<file path="config.mk">
export PLATFORM = sky130hd
export DESIGN_NAME = pipeline_hazard_ctrl_flat
export DESIGN_NICKNAME = d
export VERILOG_FILES = /design/src/rtl/pipeline_hazard_ctrl_if.sv /design/src/rtl/pipeline_hazard_ctrl.sv /design/src/flat_wrapper.sv
export SDC_FILE = /design/constraint.sdc
export NUM_CORES = 1
export LEC_CHECK = 0
export ABC_AREA = 1
export BUFFER_PORTS_ARGS = -buffer_cell sky130_fd_sc_hd__buf_2
export CORE_MARGIN = 4
export CORE_UTILIZATION = 43
export CTS_BUF_LIST = sky130_fd_sc_hd__clkbuf_4 sky130_fd_sc_hd__clkbuf_8
export DETAILED_ROUTE_END_ITERATION = 8
export HOLD_SLACK_MARGIN = 0.02
export PLACE_DENSITY = 0.78
export REMOVE_ABC_BUFFERS = 1
export SYNTH_ARGS = -nofsm -noshare
export SYNTH_HDL_FRONTEND = slang
export SYNTH_SLANG_ARGS = --single-unit
</file>
<file path="constraint.sdc">
create_clock -name clk -period 2.8 [get_ports clk]
set_input_delay 0.14 -clock clk [delete_from_list [all_inputs] [get_ports clk]]
set_output_delay 0.14 -clock clk [all_outputs]
set_load 0.02 [all_outputs]
</file>
<file path="src/rtl/pipeline_hazard_ctrl_if.sv">
// Hazard-control signal bundle between the pipeline datapath (master) and the
// stall/flush sequencer (slave).
interface pipeline_hazard_ctrl_if;
  logic [4:0]  id_rn;
  logic [4:0]  id_rm;
  logic        id_uses_rn;
  logic        id_uses_rm;
  logic [4:0]  ex_rd;
  logic        ex_memread;
  logic        br_taken_id;
  logic        mem_req;
  logic        mem_ready;
  logic        pc_we;
  logic        ifid_we;
  logic        idex_we;
  logic        exmem_we;
  logic        memwb_we;
  logic        ifid_flush;
  logic        idex_bubble;
  logic        mem_err;
  logic [31:0] stall_cycles;

  modport master (
    output id_rn, id_rm, id_uses_rn, id_uses_rm, ex_rd, ex_memread, br_taken_id,
           mem_req, mem_ready,
    input  pc_we, ifid_we, idex_we, exmem_we, memwb_we, ifid_flush, idex_bubble,
           mem_err, stall_cycles
  );

  modport slave (
    input  id_rn, id_rm, id_uses_rn, id_uses_rm, ex_rd, ex_memread, br_taken_id,
           mem_req, mem_ready,
    output pc_we, ifid_we, idex_we, exmem_we, memwb_we, ifid_flush, idex_bubble,
           mem_err, stall_cycles
  );
endinterface

</file>
<file path="src/rtl/pipeline_hazard_ctrl.sv">
// Stall/flush sequencer for the 5-stage pipeline: memory freeze > load-use > branch flush.
// Optional stall-cycle performance counter enabled by defining HAZARD_PERF_CNT_EN.
module pipeline_hazard_ctrl #(
  parameter int unsigned MEM_TIMEOUT = 16
) (
  input logic                   clk,
  input logic                   reset,
  pipeline_hazard_ctrl_if.slave hz
);

  typedef enum logic [1:0] {StBoot, StRun, StMemWait} state_e;

  localparam logic [7:0] TimeoutCnt = 8'(MEM_TIMEOUT);
  localparam logic [4:0] RegXzr     = 5'd31;

  state_e     state_q, state_d;
  logic [7:0] wait_cnt_q, wait_cnt_d;
  logic       mem_err_q, mem_err_d;

  logic pc_we, ifid_we, idex_we, exmem_we, memwb_we;
  logic ifid_flush, idex_bubble;
  logic load_use, timed_out, freeze;

  // XZR reads as zero, so a load targeting it never feeds a consumer.
  assign load_use = hz.ex_memread && (hz.ex_rd != RegXzr) &&
                    ((hz.id_uses_rn && (hz.id_rn == hz.ex_rd)) ||
                     (hz.id_uses_rm && (hz.id_rm == hz.ex_rd)));

  assign timed_out = (state_q == StMemWait) && (wait_cnt_q == TimeoutCnt);

  assign freeze = ((state_q == StRun) && hz.mem_req && !hz.mem_ready) ||
                  ((state_q == StMemWait) && !hz.mem_ready && !timed_out);

  always_comb begin
    state_d     = state_q;
    wait_cnt_d  = wait_cnt_q;
    mem_err_d   = mem_err_q;
    pc_we       = 1'b1;
    ifid_we     = 1'b1;
    idex_we     = 1'b1;
    exmem_we    = 1'b1;
    memwb_we    = 1'b1;
    ifid_flush  = 1'b0;
    idex_bubble = 1'b0;

    unique case (state_q)
      StBoot: begin
        pc_we       = 1'b0;
        ifid_we     = 1'b0;
        idex_we     = 1'b0;
        exmem_we    = 1'b0;
        memwb_we    = 1'b0;
        ifid_flush  = 1'b1;
        idex_bubble = 1'b1;
        state_d     = StRun;
      end
      StRun: begin
        if (freeze) begin
          pc_we      = 1'b0;
          ifid_we    = 1'b0;
          idex_we    = 1'b0;
          exmem_we   = 1'b0;
          memwb_we   = 1'b0;
          state_d    = StMemWait;
          wait_cnt_d = '0;
        end else if (load_use) begin
          // Branch in ID is the stalled instruction; it re-resolves next cycle.
          pc_we       = 1'b0;
          ifid_we     = 1'b0;
          idex_bubble = 1'b1;
        end else if (hz.br_taken_id) begin
          ifid_flush = 1'b1;
        end
      end
      StMemWait: begin
        if (freeze) begin
          pc_we      = 1'b0;
          ifid_we    = 1'b0;
          idex_we    = 1'b0;
          exmem_we   = 1'b0;
          memwb_we   = 1'b0;
          wait_cnt_d = wait_cnt_q + 8'd1;
        end else begin
          state_d = StRun;
          // A completion landing on the timeout cycle is a real completion, not an error.
          if (timed_out && !hz.mem_ready) begin
            mem_err_d = 1'b1;
          end
        end
      end
      default: begin
        state_d = StBoot;
      end
    endcase
  end

  always_ff @(posedge clk or negedge reset) begin
    if (!reset) begin
      state_q    <= StBoot;
      wait_cnt_q <= '0;
      mem_err_q  <= 1'b0;
    end else begin
      state_q    <= state_d;
      wait_cnt_q <= wait_cnt_d;
      mem_err_q  <= mem_err_d;
    end
  end

  assign hz.pc_we       = pc_we;
  assign hz.ifid_we     = ifid_we;
  assign hz.idex_we     = idex_we;
  assign hz.exmem_we    = exmem_we;
  assign hz.memwb_we    = memwb_we;
  assign hz.ifid_flush  = ifid_flush;
  assign hz.idex_bubble = idex_bubble;
  assign hz.mem_err     = mem_err_q;

`ifdef HAZARD_PERF_CNT_EN
  logic [31:0] stall_cnt_q;

  always_ff @(posedge clk or negedge reset) begin
    if (!reset) begin
      stall_cnt_q <= '0;
    end else if (!pc_we && (state_q != StBoot) && (stall_cnt_q != 32'hFFFF_FFFF)) begin
      stall_cnt_q <= stall_cnt_q + 32'd1;
    end
  end

  assign hz.stall_cycles = stall_cnt_q;
`else
  assign hz.stall_cycles = '0;
`endif

endmodule
</file>
<file path="src/flat_wrapper.sv">
// flat-port wrapper written by rule: the top's interface ports become plain ports
module pipeline_hazard_ctrl_flat 
#(
  parameter int unsigned MEM_TIMEOUT = 16
)
  (clk, reset, hz_id_rn, hz_id_rm, hz_id_uses_rn, hz_id_uses_rm, hz_ex_rd, hz_ex_memread, hz_br_taken_id, hz_mem_req, hz_mem_ready, hz_pc_we, hz_ifid_we, hz_idex_we, hz_exmem_we, hz_memwb_we, hz_ifid_flush, hz_idex_bubble, hz_mem_err, hz_stall_cycles);
  pipeline_hazard_ctrl_if hz_i ();
  input logic clk;
  input logic reset;
  input wire logic [$bits(hz_i.id_rn)-1:0] hz_id_rn;
  input wire logic [$bits(hz_i.id_rm)-1:0] hz_id_rm;
  input wire logic [$bits(hz_i.id_uses_rn)-1:0] hz_id_uses_rn;
  input wire logic [$bits(hz_i.id_uses_rm)-1:0] hz_id_uses_rm;
  input wire logic [$bits(hz_i.ex_rd)-1:0] hz_ex_rd;
  input wire logic [$bits(hz_i.ex_memread)-1:0] hz_ex_memread;
  input wire logic [$bits(hz_i.br_taken_id)-1:0] hz_br_taken_id;
  input wire logic [$bits(hz_i.mem_req)-1:0] hz_mem_req;
  input wire logic [$bits(hz_i.mem_ready)-1:0] hz_mem_ready;
  output wire logic [$bits(hz_i.pc_we)-1:0] hz_pc_we;
  output wire logic [$bits(hz_i.ifid_we)-1:0] hz_ifid_we;
  output wire logic [$bits(hz_i.idex_we)-1:0] hz_idex_we;
  output wire logic [$bits(hz_i.exmem_we)-1:0] hz_exmem_we;
  output wire logic [$bits(hz_i.memwb_we)-1:0] hz_memwb_we;
  output wire logic [$bits(hz_i.ifid_flush)-1:0] hz_ifid_flush;
  output wire logic [$bits(hz_i.idex_bubble)-1:0] hz_idex_bubble;
  output wire logic [$bits(hz_i.mem_err)-1:0] hz_mem_err;
  output wire logic [$bits(hz_i.stall_cycles)-1:0] hz_stall_cycles;
  assign hz_i.id_rn = hz_id_rn;
  assign hz_i.id_rm = hz_id_rm;
  assign hz_i.id_uses_rn = hz_id_uses_rn;
  assign hz_i.id_uses_rm = hz_id_uses_rm;
  assign hz_i.ex_rd = hz_ex_rd;
  assign hz_i.ex_memread = hz_ex_memread;
  assign hz_i.br_taken_id = hz_br_taken_id;
  assign hz_i.mem_req = hz_mem_req;
  assign hz_i.mem_ready = hz_mem_ready;
  assign hz_pc_we = hz_i.pc_we;
  assign hz_ifid_we = hz_i.ifid_we;
  assign hz_idex_we = hz_i.idex_we;
  assign hz_exmem_we = hz_i.exmem_we;
  assign hz_memwb_we = hz_i.memwb_we;
  assign hz_ifid_flush = hz_i.ifid_flush;
  assign hz_idex_bubble = hz_i.idex_bubble;
  assign hz_mem_err = hz_i.mem_err;
  assign hz_stall_cycles = hz_i.stall_cycles;
  pipeline_hazard_ctrl #(.MEM_TIMEOUT(MEM_TIMEOUT)) u_core (.clk(clk), .reset(reset), .hz(hz_i));
endmodule
</file>
==> implementation parameters <==
Parameter                              Value

CTS
  Postcts setup bufs    0
  Number of buffers between clock root and the deepest sink    2
  TritonCTS clock tree    yes
  CTS Hold Buffers Added    1
  Post-CTS resize count    0
  Number of clock sinks    11
  Clock slew seen by the registers of the worst setup and hold paths    0.07 ns
  Latest clock arrival within the worst-skew pair    0.27 ns
  Root buffer selected by CTS    clkbuf_4
  Number of H-tree levels    1
  Number of buffers inserted during clock tree synthesis    3

GRT
  Overall routing resource usage    0.122
  Global-route wire length before repair    4020 µm
  Number of global-route vias before repair    990
  Maximum number of pins on one net before global-route repair    12
  Number of antenna violations at the first check in global routing    0
  GRT Residual Overflow    0

Routing
  Count of nets left with antenna violations after detail routing    0
  Final routed DRC violation total    0
  Detailed-routing iteration count for the pre-antenna-repair pass    4
  Routed length per placed instance    9.59 µm
  Number of DRC markers after the initial detailed-route iteration    60
  Via count of the routed design    1140
  Total Routed Length    2480 µm
  Via-per-instance ratio    4.40

Timing
  Number of hold-slack violations in the final timing report    0
  Unrepaired setup endpoints after global routing    false
  Setup TNS    0 ns
  Count of final setup violators    0
  Number of max-slew violations in the final report    0
  Final WS setup    0.771 ns
  Worst hold slack    0.230 ns
  Max Fclk    493 MHz
  Shortest clock period the worst path allows after layout    2.03 ns
  Fin crit share    0.725
  Setup skew after layout    0.00521 ns

Power
  PD cells    733 mW/mm²
  Static leakage    0.824 nW
  Total power after layout    1.01 mW
  Worst vdd rail ir drop    0.286 mV

Place
  Count of input and output buffers    30
  Global placer's final weighted congestion    0.804
  Post-Place Cells    254
  HPWL after detailed placement    2100 µm
  Pre-CTS setup slack    1.07 ns

Cells and area
  Fill count    286
  Area growth, synth to finish    6.06%
  Number of nets at the end of the flow    259
  Antenna Diode Count    0
  Final Instance Count excl. Fillers    259
  Ratio of cells with drive above 1 in the final layout    0.202

Hold path
  Hold Path Sink    u_core.hz.mem_err
  Cells on Worst Hold Path    4
  Hold Crit Start    hz_mem_ready
  Path class of the lowest-slack min-delay path    input port to register

Outcome
  Outcome    finished clean

Setup path
  Slack of the worst reg-to-reg path    1.21 ns
  R2R Path Start    u_core.state_q[1]
  Worst R2R End    u_core.wait_cnt_q[0]
  Startpoint types    register
  Critical Path Sink Type    output port
  Largest fanout on the critical path    5
  Critical path required time    2.66 ns
  WP data arrival    1.89 ns
  Setup Crit Path Kind    register to output port
  Worst r2r path cells    7

Job
  Number of max-capacitance violations reported    0

Floorplan
  Rows    19
  Overall die width    63.0 µm
  Initial cell density of the core    0.460
  Height of the chip    63.0 µm
  Die Area    0.00397 mm²
  Standard cell core area    0.00283 mm²
  Top-Level Pins    63

Logic synthesis
  Count of cell types in the netlist    23
  Post-Synthesis Cell Area    0.00130 mm²
  Number of standard cells after synthesis    198
  Post-synthesis sequential area ratio    0.212
  Warnings from Yosys    0
  Number of synthesized register bits    11
  Avg Synthesized Cell Area    6.57 µm²
==> layout by cell type, fill, tap and decap left out, drive strengths merged <==
cell type    Yosys  layout
nand4            1       1
conb             1      32
nor3b            2       2
nand2           59      59
o21ai            4       4
dlygate4sd3      0       1
o211ai           1       1
o21bai           1       1
inv             26      26
o21a             1       1
ha               7       7
nand3           24      24
a31o             1       1
a21oi            3       3
nor2            17      17
dfrtp           11      11
xor2             3       3
clkbuf           0       4
buf             36      30
==> synthesized netlist by cell type (all sizes together) <==
cell type  count  area, µm²
a21oi          3       15.0
a31o           1       8.76
buf           36        267
conb           1       3.75
dfrtp         11        275
ha             7       87.6
inv           26       97.6
nand2         59        236
nand3         24        133
nand4          1       6.26
nor2          17       73.8
nor3b          2       15.0
o211ai         1       21.3
o21a           1       7.51
o21ai          4       20.0
o21bai         1       7.51
xor2           3       26.3
==> power by group <==
group          leakage, nW  internal (mW)  switching [mW]
sequential           0.150          0.181          0.0252
combinational        0.655          0.205           0.484
clock               0.0184         0.0648          0.0512
total                0.824          0.452           0.561
==> metrics by stage <==
stage          instance area (µm²)  utilization
2_1_floorplan                 1150            -
3_3_place_gp                  1340        0.474
5_1_grt                       1380        0.488
4_1_cts                       1380        0.488
3_5_place_dp                  1340        0.474
6_report                      1380        0.488
==> worst max path at each step <==
stage,startpoint,endpoint,cells past startpoint
finish,u_core.state_q[1],hz_ifid_we,8
global route,u_core.state_q[1],hz_ifid_we,8
CTS,u_core.state_q[0],hz_ifid_we,8
detailed placement,u_core.state_q[0],hz_ifid_we,8
global placement,u_core.state_q[0],hz_ifid_we,8
floorplan,u_core.state_q[1],hz_ifid_we,7
==> flip-flops by register name, indices dropped and copies added (netlist names) <==
name,flops
u_core.hz.mem_err,1
u_core.wait_cnt_q,8
u_core.state_q,2
==> cells by family (layout without fill, tap and decap cells) <==
family / Yosys count / after routing / synth area share
and+or+nand+nor: 103 / 103 / 0.357
buffers and inverters: 62 / 61 / 0.280
AOI/OAI and AO/OA: 11 / 11 / 0.0615
DFF: 11 / 11 / 0.212
adders and majority gates: 7 / 7 / 0.0673
xor gates and xnor gates: 3 / 3 / 0.0202
other: 1 / 32 / 0.00288
==> critical path: stages (launching register included) <==
cell	delay (ns)
dfrtp_1	0.39
inv_1	0.09
ha_1	0.24
nand3_1	0.23
nand2_1	0.16
nor2_2	0.15
nand2_1	0.08
nand3_1	0.11
buf_2	0.18
==> routing by layer <==
metal | GRT usage | vias to the layer above | wire length [µm]
met5 | 0 | - | 0
met4 | 0.0303 | 0 | 18
met3 | 0.0360 | 2 | 183
met2 | 0.216 | 41 | 1240
met1 | 0.142 | 490 | 1040
li1 | - | 607 | -
==> final cells by class <==
class | count | area (µm²) | share of cell area
multi-input cells | 156 | 778 | 0.564
flip-flops and latches | 11 | 275 | 0.199
well taps | 31 | 38.8 | 0.0281
repair buffers | 31 | 160 | 0.116
clock buffers | 4 | 30.0 | 0.0218
inverters | 26 | 97.6 | 0.0707
No activity file was read; power rests on OpenSTA's default activity.
